===== src/rtl/spmv_sched_pkg.sv =====
// Shared constants, state encoding and skip-condition helper for the SpMV row scheduler.
package spmv_sched_pkg;

    localparam int unsigned K      = 4;
    localparam int unsigned DW     = 8 * K;
    localparam int unsigned ROWS_W = 8;
    localparam int unsigned LEN_W  = 6;
    localparam int unsigned PSUM_W = 28;
    localparam int unsigned ACC_W  = 32;
    localparam int unsigned LAT    = 5;
    localparam int unsigned TMO    = 15;

    typedef logic [2:0] state_t;

    localparam state_t S_IDLE  = 3'd0;
    localparam state_t S_DESC  = 3'd1;
    localparam state_t S_ISSUE = 3'd2;
    localparam state_t S_WAIT  = 3'd3;
    localparam state_t S_EMIT  = 3'd4;
    localparam state_t S_FIN   = 3'd5;

    // The pipeline never starts on a chunk whose leading matrix byte and IPV are both zero.
    function automatic logic skip_chunk(input logic [DW-1:0] mat, input logic [K-1:0] ipv);
        return (mat[DW-1 -: 8] == 8'h00) && (ipv == '0);
    endfunction

endpackage


===== src/rtl/spmv_row_sched_if.sv =====
// Descriptor, chunk, pipeline and result buses of the SpMV row scheduler.
interface spmv_row_sched_if #(
    parameter int unsigned ROWS_W = spmv_sched_pkg::ROWS_W,
    parameter int unsigned LEN_W  = spmv_sched_pkg::LEN_W,
    parameter int unsigned PSUM_W = spmv_sched_pkg::PSUM_W,
    parameter int unsigned ACC_W  = spmv_sched_pkg::ACC_W
) ();
    import spmv_sched_pkg::*;

    logic              desc_valid;
    logic              desc_ready;
    logic [LEN_W-1:0]  desc_len;

    logic              chk_valid;
    logic              chk_ready;
    logic [DW-1:0]     chk_mat;
    logic [DW-1:0]     chk_vec;
    logic [K-1:0]      chk_ipv;

    logic              dp_issue;
    logic [DW-1:0]     dp_mat;
    logic [DW-1:0]     dp_vec;
    logic [K-1:0]      dp_ipv;
    logic              dp_out_valid;
    logic [PSUM_W-1:0] dp_sum;

    logic              res_valid;
    logic              res_ready;
    logic [ROWS_W-1:0] res_row;
    logic [ACC_W-1:0]  res_data;

    // Scheduler side.
    modport master (
        input  desc_valid, desc_len, output desc_ready,
        input  chk_valid, chk_mat, chk_vec, chk_ipv, output chk_ready,
        output dp_issue, dp_mat, dp_vec, dp_ipv,
        input  dp_out_valid, dp_sum,
        output res_valid, res_row, res_data, input res_ready
    );

    // Environment side: descriptor/chunk source, pipeline, result sink.
    modport slave (
        output desc_valid, desc_len, input desc_ready,
        output chk_valid, chk_mat, chk_vec, chk_ipv, input chk_ready,
        input  dp_issue, dp_mat, dp_vec, dp_ipv,
        output dp_out_valid, dp_sum,
        input  res_valid, res_row, res_data, output res_ready
    );

endinterface


===== src/rtl/sat_acc.sv =====
// Signed saturating accumulator: sign-extends a PSUM_W addend into an ACC_W sum with sticky overflow flag.
module sat_acc #(
    parameter int unsigned PSUM_W = spmv_sched_pkg::PSUM_W,
    parameter int unsigned ACC_W  = spmv_sched_pkg::ACC_W
) (
    input  logic              clk,
    input  logic              rst,
    input  logic              clr_acc_i,
    input  logic              clr_sat_i,
    input  logic              add_i,
    input  logic [PSUM_W-1:0] din_i,
    output logic [ACC_W-1:0]  acc_o,
    output logic              sat_o
);
    localparam logic [ACC_W-1:0] ACC_MAX = {1'b0, {(ACC_W-1){1'b1}}};
    localparam logic [ACC_W-1:0] ACC_MIN = {1'b1, {(ACC_W-1){1'b0}}};

    logic [ACC_W-1:0] acc_q;
    logic             sat_q;
    logic [ACC_W:0]   sum_c;
    logic             ovf_c;

    // One guard bit: overflow shows up as disagreement between the top two sum bits.
    assign sum_c = {acc_q[ACC_W-1], acc_q} + {{(ACC_W+1-PSUM_W){din_i[PSUM_W-1]}}, din_i};
    assign ovf_c = sum_c[ACC_W] ^ sum_c[ACC_W-1];

    always_ff @(posedge clk) begin
        if (!rst) begin
            acc_q <= '0;
            sat_q <= 1'b0;
        end else begin
            if (clr_sat_i) sat_q <= 1'b0;
            if (clr_acc_i) begin
                acc_q <= '0;
            end else if (add_i) begin
                if (ovf_c) begin
                    acc_q <= sum_c[ACC_W] ? ACC_MIN : ACC_MAX;
                    sat_q <= 1'b1;
                end else begin
                    acc_q <= sum_c[ACC_W-1:0];
                end
            end
        end
    end

    assign acc_o = acc_q;
    assign sat_o = sat_q;

endmodule


===== src/rtl/spmv_row_sched.sv =====
// Row scheduler: issues chunks one at a time into the SpMV pipeline and emits one saturated sum per row.
module spmv_row_sched #(
    parameter int unsigned ROWS_W = spmv_sched_pkg::ROWS_W,
    parameter int unsigned LEN_W  = spmv_sched_pkg::LEN_W,
    parameter int unsigned PSUM_W = spmv_sched_pkg::PSUM_W,
    parameter int unsigned ACC_W  = spmv_sched_pkg::ACC_W,
    parameter int unsigned TMO    = spmv_sched_pkg::TMO
) (
    input  logic               clk,
    input  logic               rst,
    input  logic               start,
    input  logic [ROWS_W-1:0]  n_rows,
    output logic               busy,
    output logic               done,
    output logic               err,
    output logic               sat,
    spmv_row_sched_if.master   bus
);
    import spmv_sched_pkg::*;

    localparam int unsigned CNT_W = $clog2(TMO + 1);

    state_t            state_q, state_d;
    logic [ROWS_W-1:0] n_rows_q, n_rows_d;
    logic [ROWS_W-1:0] row_cnt_q, row_cnt_d;
    logic [LEN_W-1:0]  rem_q, rem_d;
    logic [CNT_W-1:0]  cnt_q, cnt_d;
    logic              err_q, err_d;

    logic busy_q, done_q, desc_ready_q, chk_ready_q, dp_issue_q, res_valid_q;
    logic [DW-1:0] dp_mat_q, dp_vec_q;
    logic [K-1:0]  dp_ipv_q;

    logic desc_hs, chk_hs, res_hs, skip_c;
    logic clr_acc, clr_sat, add_en, issue_d, done_d;
    logic [ACC_W-1:0] acc;
    logic             sat_flag;

    assign desc_hs = desc_ready_q && bus.desc_valid;
    assign chk_hs  = chk_ready_q && bus.chk_valid;
    assign res_hs  = res_valid_q && bus.res_ready;
    assign skip_c  = skip_chunk(bus.chk_mat, bus.chk_ipv);

    always_comb begin
        state_d   = state_q;
        n_rows_d  = n_rows_q;
        row_cnt_d = row_cnt_q;
        rem_d     = rem_q;
        cnt_d     = cnt_q;
        err_d     = err_q;
        clr_acc   = 1'b0;
        clr_sat   = 1'b0;
        add_en    = 1'b0;
        issue_d   = 1'b0;
        done_d    = 1'b0;
        case (state_q)
            S_IDLE: if (start) begin
                n_rows_d  = n_rows;
                row_cnt_d = '0;
                err_d     = 1'b0;
                clr_sat   = 1'b1;
                state_d   = (n_rows == '0) ? S_FIN : S_DESC;
            end
            S_DESC: if (desc_hs) begin
                rem_d   = bus.desc_len;
                clr_acc = 1'b1;
                state_d = (bus.desc_len == '0) ? S_EMIT : S_ISSUE;
            end
            S_ISSUE: if (chk_hs) begin
                if (skip_c) begin
                    rem_d   = rem_q - LEN_W'(1);
                    state_d = (rem_q == LEN_W'(1)) ? S_EMIT : S_ISSUE;
                end else begin
                    issue_d = 1'b1;
                    cnt_d   = '0;
                    state_d = S_WAIT;
                end
            end
            S_WAIT: begin
                // A timed-out chunk contributes nothing but still retires.
                if (bus.dp_out_valid || (cnt_q == CNT_W'(TMO))) begin
                    add_en  = bus.dp_out_valid;
                    err_d   = err_q | ~bus.dp_out_valid;
                    rem_d   = rem_q - LEN_W'(1);
                    state_d = (rem_q == LEN_W'(1)) ? S_EMIT : S_ISSUE;
                end else begin
                    cnt_d = cnt_q + CNT_W'(1);
                end
            end
            S_EMIT: if (res_hs) begin
                row_cnt_d = row_cnt_q + ROWS_W'(1);
                state_d   = (row_cnt_d == n_rows_q) ? S_FIN : S_DESC;
            end
            S_FIN: begin
                done_d  = 1'b1;
                state_d = S_IDLE;
            end
            default: state_d = S_IDLE;
        endcase
    end

    // Handshake outputs are registered from the next state so they line up with it.
    always_ff @(posedge clk) begin
        if (!rst) begin
            state_q      <= S_IDLE;
            n_rows_q     <= '0;
            row_cnt_q    <= '0;
            rem_q        <= '0;
            cnt_q        <= '0;
            err_q        <= 1'b0;
            busy_q       <= 1'b0;
            done_q       <= 1'b0;
            desc_ready_q <= 1'b0;
            chk_ready_q  <= 1'b0;
            dp_issue_q   <= 1'b0;
            res_valid_q  <= 1'b0;
            dp_mat_q     <= '0;
            dp_vec_q     <= '0;
            dp_ipv_q     <= '0;
        end else begin
            state_q      <= state_d;
            n_rows_q     <= n_rows_d;
            row_cnt_q    <= row_cnt_d;
            rem_q        <= rem_d;
            cnt_q        <= cnt_d;
            err_q        <= err_d;
            busy_q       <= (state_d != S_IDLE);
            done_q       <= done_d;
            desc_ready_q <= (state_d == S_DESC);
            chk_ready_q  <= (state_d == S_ISSUE);
            dp_issue_q   <= issue_d;
            res_valid_q  <= (state_d == S_EMIT);
            if (chk_hs) begin
                dp_mat_q <= bus.chk_mat;
                dp_vec_q <= bus.chk_vec;
                dp_ipv_q <= bus.chk_ipv;
            end
        end
    end

    sat_acc #(.PSUM_W(PSUM_W), .ACC_W(ACC_W)) u_acc (
        .clk       (clk),
        .rst       (rst),
        .clr_acc_i (clr_acc),
        .clr_sat_i (clr_sat),
        .add_i     (add_en),
        .din_i     (bus.dp_sum),
        .acc_o     (acc),
        .sat_o     (sat_flag)
    );

    assign busy           = busy_q;
    assign done           = done_q;
    assign err            = err_q;
    assign sat            = sat_flag;
    assign bus.desc_ready = desc_ready_q;
    assign bus.chk_ready  = chk_ready_q;
    assign bus.dp_issue   = dp_issue_q;
    assign bus.dp_mat     = dp_mat_q;
    assign bus.dp_vec     = dp_vec_q;
    assign bus.dp_ipv     = dp_ipv_q;
    assign bus.res_valid  = res_valid_q;
    assign bus.res_row    = row_cnt_q;
    assign bus.res_data   = acc;

endmodule


===== src/flat_wrapper.sv =====
// flat-port wrapper written by rule: the top's interface ports become plain ports
module spmv_row_sched_flat import spmv_sched_pkg::*;
#(
    parameter int unsigned ROWS_W = spmv_sched_pkg::ROWS_W,
    parameter int unsigned LEN_W  = spmv_sched_pkg::LEN_W,
    parameter int unsigned PSUM_W = spmv_sched_pkg::PSUM_W,
    parameter int unsigned ACC_W  = spmv_sched_pkg::ACC_W,
    parameter int unsigned TMO    = spmv_sched_pkg::TMO
)
  (clk, rst, start, n_rows, busy, done, err, sat, bus_desc_valid, bus_desc_len, bus_desc_ready, bus_chk_valid, bus_chk_mat, bus_chk_vec, bus_chk_ipv, bus_chk_ready, bus_dp_issue, bus_dp_mat, bus_dp_vec, bus_dp_ipv, bus_dp_out_valid, bus_dp_sum, bus_res_valid, bus_res_row, bus_res_data, bus_res_ready);
  spmv_row_sched_if #(.ROWS_W(ROWS_W), .LEN_W(LEN_W), .PSUM_W(PSUM_W), .ACC_W(ACC_W)) bus_i ();
  input  logic clk;
  input  logic rst;
  input  logic start;
  input  logic [ROWS_W-1:0] n_rows;
  output logic busy;
  output logic done;
  output logic err;
  output logic sat;
  input wire logic [$bits(bus_i.desc_valid)-1:0] bus_desc_valid;
  input wire logic [$bits(bus_i.desc_len)-1:0] bus_desc_len;
  output wire logic [$bits(bus_i.desc_ready)-1:0] bus_desc_ready;
  input wire logic [$bits(bus_i.chk_valid)-1:0] bus_chk_valid;
  input wire logic [$bits(bus_i.chk_mat)-1:0] bus_chk_mat;
  input wire logic [$bits(bus_i.chk_vec)-1:0] bus_chk_vec;
  input wire logic [$bits(bus_i.chk_ipv)-1:0] bus_chk_ipv;
  output wire logic [$bits(bus_i.chk_ready)-1:0] bus_chk_ready;
  output wire logic [$bits(bus_i.dp_issue)-1:0] bus_dp_issue;
  output wire logic [$bits(bus_i.dp_mat)-1:0] bus_dp_mat;
  output wire logic [$bits(bus_i.dp_vec)-1:0] bus_dp_vec;
  output wire logic [$bits(bus_i.dp_ipv)-1:0] bus_dp_ipv;
  input wire logic [$bits(bus_i.dp_out_valid)-1:0] bus_dp_out_valid;
  input wire logic [$bits(bus_i.dp_sum)-1:0] bus_dp_sum;
  output wire logic [$bits(bus_i.res_valid)-1:0] bus_res_valid;
  output wire logic [$bits(bus_i.res_row)-1:0] bus_res_row;
  output wire logic [$bits(bus_i.res_data)-1:0] bus_res_data;
  input wire logic [$bits(bus_i.res_ready)-1:0] bus_res_ready;
  assign bus_i.desc_valid = bus_desc_valid;
  assign bus_i.desc_len = bus_desc_len;
  assign bus_desc_ready = bus_i.desc_ready;
  assign bus_i.chk_valid = bus_chk_valid;
  assign bus_i.chk_mat = bus_chk_mat;
  assign bus_i.chk_vec = bus_chk_vec;
  assign bus_i.chk_ipv = bus_chk_ipv;
  assign bus_chk_ready = bus_i.chk_ready;
  assign bus_dp_issue = bus_i.dp_issue;
  assign bus_dp_mat = bus_i.dp_mat;
  assign bus_dp_vec = bus_i.dp_vec;
  assign bus_dp_ipv = bus_i.dp_ipv;
  assign bus_i.dp_out_valid = bus_dp_out_valid;
  assign bus_i.dp_sum = bus_dp_sum;
  assign bus_res_valid = bus_i.res_valid;
  assign bus_res_row = bus_i.res_row;
  assign bus_res_data = bus_i.res_data;
  assign bus_i.res_ready = bus_res_ready;
  spmv_row_sched #(.ROWS_W(ROWS_W), .LEN_W(LEN_W), .PSUM_W(PSUM_W), .ACC_W(ACC_W), .TMO(TMO)) u_core (.clk(clk), .rst(rst), .start(start), .n_rows(n_rows), .busy(busy), .done(done), .err(err), .sat(sat), .bus(bus_i));
endmodule

===== config.mk =====
export PLATFORM = sky130hd
export DESIGN_NAME = spmv_row_sched_flat
export DESIGN_NICKNAME = d
export VERILOG_FILES = /design/src/rtl/spmv_sched_pkg.sv /design/src/rtl/spmv_row_sched_if.sv /design/src/rtl/sat_acc.sv /design/src/rtl/spmv_row_sched.sv /design/src/flat_wrapper.sv
export SDC_FILE = /design/constraint.sdc
export NUM_CORES = 1
export LEC_CHECK = 0
export ABC_AREA = 0
export BUFFER_PORTS_ARGS = -buffer_cell sky130_fd_sc_hd__buf_2
export CAP_MARGIN = 20
export CELL_PAD_IN_SITES_DETAIL_PLACEMENT = 1
export CELL_PAD_IN_SITES_GLOBAL_PLACEMENT = 2
export CORE_ASPECT_RATIO = 0.75
export CORE_MARGIN = 1.5
export CORE_UTILIZATION = 27
export CTS_BUF_LIST = sky130_fd_sc_hd__clkbuf_8
export DETAILED_ROUTE_END_ITERATION = 10
export PLACE_DENSITY_LB_ADDON = 0.1
export SKIP_LAST_GASP = 1
export SLEW_MARGIN = 20
export SYNTH_ARGS = -nofsm -noshare
export SYNTH_HDL_FRONTEND = slang
export SYNTH_HIERARCHICAL = 1
export SYNTH_SLANG_ARGS = --single-unit

===== constraint.sdc =====
create_clock -name clk -period 2.9 [get_ports clk]
set_input_delay 0.29 -clock clk [delete_from_list [all_inputs] [get_ports clk]]
set_output_delay 0.29 -clock clk [all_outputs]
set_load 0.01 [all_outputs]

==> results.json <==
{
  "grt_pass1_vias": 7659,
  "postCtsHoldBufs": 0,
  "r2r-start": "u_core/u_acc/acc_o[0]",
  "final_cell_count_no_fill": 1587,
  "gp_congestion": 0.7898,
  "grt_usage_pct": 19.16,
  "layout_commonest_cell": "buf_2",
  "synth_cells": 960,
  "tns_ps": -2271,
  "max_slew.worst_pin.slew_ps": 798.6,
  "ant_nets": 0,
  "fmax_ghz": 0.3290,
  "viasPerCell": 4.872,
  "ioPinCount": 233,
  "drt_iter0_markers": 301,
  "power.density_nw_per_um2": 554.2,
  "first_pass_iters": 4,
  "seq_area_um2": 2744,
  "final_area_um2": 10060,
  "path_common_cell": "buf_12",
  "die_area_um2": 28720,
  "cts.path.max_buffers": 2,
  "fillers": 3313,
  "start_kind": "flop",
  "clk_latency_ps": 460,
  "finalPower_mw": 5.574,
  "final_cell_mix": "buf_2 (232), nand2_1 (202), dfxtp_1 (136), a21oi_1 (130), buf_4 (62)",
  "synth_top_cell_by_area": "dfxtp_1",
  "synth_cell_types": 69,
  "grt_pass1_wl_um": 43200,
  "yosys_warnings": 6,
  "dp.cells": 1544,
  "drc": 0,
  "cp-startpoint": "u_core/u_acc/acc_o[0]",
  "place_ws_ps": -327.2,
  "rsz0062_at_grt": "true",
  "synth_edf_count": 0,
  "min_path_type": "in -> reg",
  "fin_crit_ps": 3040,
  "multi_input_area_um2": 4473,
  "worstPathArrival_ps": 3430,
  "slew_headroom_pct": 46.64,
  "cts-root-buf": "clkbuf_8",
  "seq_area_frac_synth_pct": 36.67,
  "crit_path_max_incr_delay_ps": 360,
  "ys_async_sr_fraction_pct": 0,
  "synth.avg_cell_area_um2": 7.790,
  "dpl_cell_area_um2": 9340,
  "antenna_found_initial": 2,
  "cp_cell_sequence": "ha_4, inv_2, fa_2, and2b_2, o2111ai_2, a211o_1, a21o_1, a21o_4, a21oi_4, o31a_1, buf_12, a21boi_4, buf_12, buf_12, a21oi_2",
  "synth.net_count": 1114,
  "initial_core_util_pct": 27.56,
  "cts_sinks": 137,
  "layout_setup_ws_ps": -139.8,
  "gr-total-overflow": 0,
  "ir_drop_v": 0.0002834,
  "crit_path_top_delay_cell": "dfxtp_2",
  "area_delta_synth_final_pct": 34.50,
  "dieWidth_um": 195.2,
  "num_rows": 52,
  "maxSlewViolCount": 0,
  "cp-endpoint": "u_core/u_acc/acc_o[18]",
  "rr_worst_depth": 15,
  "die_height_um": 147.1,
  "leakagePower_nw": 4.449,
  "finalCritPeriodShare_pct": 104.8,
  "hold_violations": 0,
  "syn_area_um2": 7478,
  "outcome": "finished, violations left",
  "clock-skew-final_ps": 17.28,
  "worstPathMaxFanout": 7,
  "violations": "negative setup slack",
  "synth_top_area_share_pct": 36.67,
  "drive_above_1_share_pct": 32.47,
  "via_count": 7732,
  "synth_top_cells_by_area": "dfxtp_1 (37%), nand2_1 (10%), a21oi_1 (9.0%), ha_1 (6.0%), o21ai_0 (4.8%)",
  "cts_max_level": 4,
  "setup_viol": 32,
  "critPathKind": "reg -> reg",
  "cts_made_buffers": 17,
  "fin_nets": 1376,
  "cts_tree": "done",
  "ys_ff_latch": 137,
  "cp.required_ps": 3290,
  "drv_cap": 0,
  "path_clk_slew_ps": 90,
  "r2r_end": "u_core/u_acc/acc_o[18]",
  "end_kind": "flop",
  "grt_max_degree": 69,
  "wl_per_cell_um": 17.21,
  "portBuffers": 232,
  "finalWirelength_um": 27320,
  "reg2reg_setup_slack_ps": -140,
  "core_area_um2": 27130,
  "yosys_most_used_dff": "dfxtp_1",
  "dp_hpwl_um": 20460
}
-- flip-flops by register name, indices dropped and copies added (netlist names), 3 cells and up --
name                cells
u_core/bus.dp_mat      32
u_core/bus.dp_vec      32
u_core/u_acc/acc_o     32
u_core/bus.res_row      8
u_core/n_rows_q         8
u_core/rem_q            6
u_core/bus.dp_ipv       4
u_core/cnt_q            4
u_core/state_q          3
-- metal layers --
metal | vias up | track usage (%) | part of all wire (%)
met1 | 3671 | 28.61 | 53
met2 | 131 | 27.30 | 42
met3 | 11 | 4.867 | 4.5
li1 | 3917 | - | -
met5 | - | 0 | 0.048
met4 | 2 | 4.147 | 0.66
-- cell families (layout without fill, tap and decap cells) --
group | after synthesis | count (layout) | share of synthesized area (%)
buffers and inverters | 83 | 358 | 4.952
AND/OR/NAND/NOR | 340 | 340 | 20.75
adder cells (fa/ha/maj) | 37 | 37 | 6.291
multiplexers | 2 | 2 | 0.2677
flip-flops | 137 | 137 | 36.67
other | 0 | 1 | 0
XOR/XNOR | 36 | 36 | 4.317
AO/OA/AOI/OAI | 325 | 325 | 26.75
-- area by class of cell --
class	instances	area share, %
inverters	22	0.8210
flip-flops and latches	137	27.28
clock buffers	18	2.463
well taps	351	4.366
repair buffers	304	18.15
multi-input cells	740	44.47
clock inverters	14	2.426
diodes	1	0.02488
-- critical path: cells and delay by family, from the launching register on --
kind,cells,cell delay [ps]
compound gates,8,1440
fa+ha+maj,2,480
buf+inv,4,460
flops,1,360
simple gates,1,240
-- metrics by stage --
stage	utilization (%)	hold slack, ps
after CTS	36.92	17.34
after global placement	34.43	439.7
after global routing	37.07	22.67
after floorplan	-	401.7
after detailed placement	34.43	443.7
final	37.07	61.32
-- cell usage after synthesis (5+ instances only) --
library cell,instances
o21ai_0,72
or3_1,7
xnor2_1,19
a31oi_1,9
nor3_1,9
clkbuf_1,46
inv_1,22
nand4_1,13
ha_1,36
xor2_1,16
and3_1,6
o21a_1,6
nand2b_1,6
or4_1,5
a21o_1,11
o211ai_1,8
and2_1,6
a21oi_1,134
buf_2,8
dfxtp_1,137
o21bai_1,8
nand3_1,17
a21oi_2,26
o21ai_1,5
a211oi_1,5
buf_6,6
o31a_1,5
nand2_1,202
nor2_1,41
-- repair_timing --
action | CTS | global route
cloned | 1 | 0
resized for setup | 31 | 6
endpoints found under the setup margin | 33 | 33
setup buffers | 9 | 1
pin swaps | 21 | 2
-- report_power, final --
part	total [mW]	internal [mW]	switching, mW	leakage (nW)
Sequential	2.13	2.03	0.104	1.11
Combinational	1.48	0.601	0.876	3.10
Clock	1.97	1.14	0.825	0.240
Total	5.57	3.77	1.81	4.45
-- worst min-delay path by stage --
stage,from,to,slack (ps),depth (start not counted)
floorplan,rst,u_core/state_q[0],400,2
global placement,u_core/bus.dp_vec[12],u_core/bus.dp_vec[12],440,2
detailed placement,u_core/bus.dp_mat[28],u_core/bus.dp_mat[28],440,2
CTS,bus_chk_mat[9],u_core/bus.dp_mat[9],20,3
global route,bus_chk_vec[7],u_core/bus.dp_vec[7],20,3
finish,bus_chk_mat[1],u_core/bus.dp_mat[1],60,3
Power figures use the tool's default switching activity.
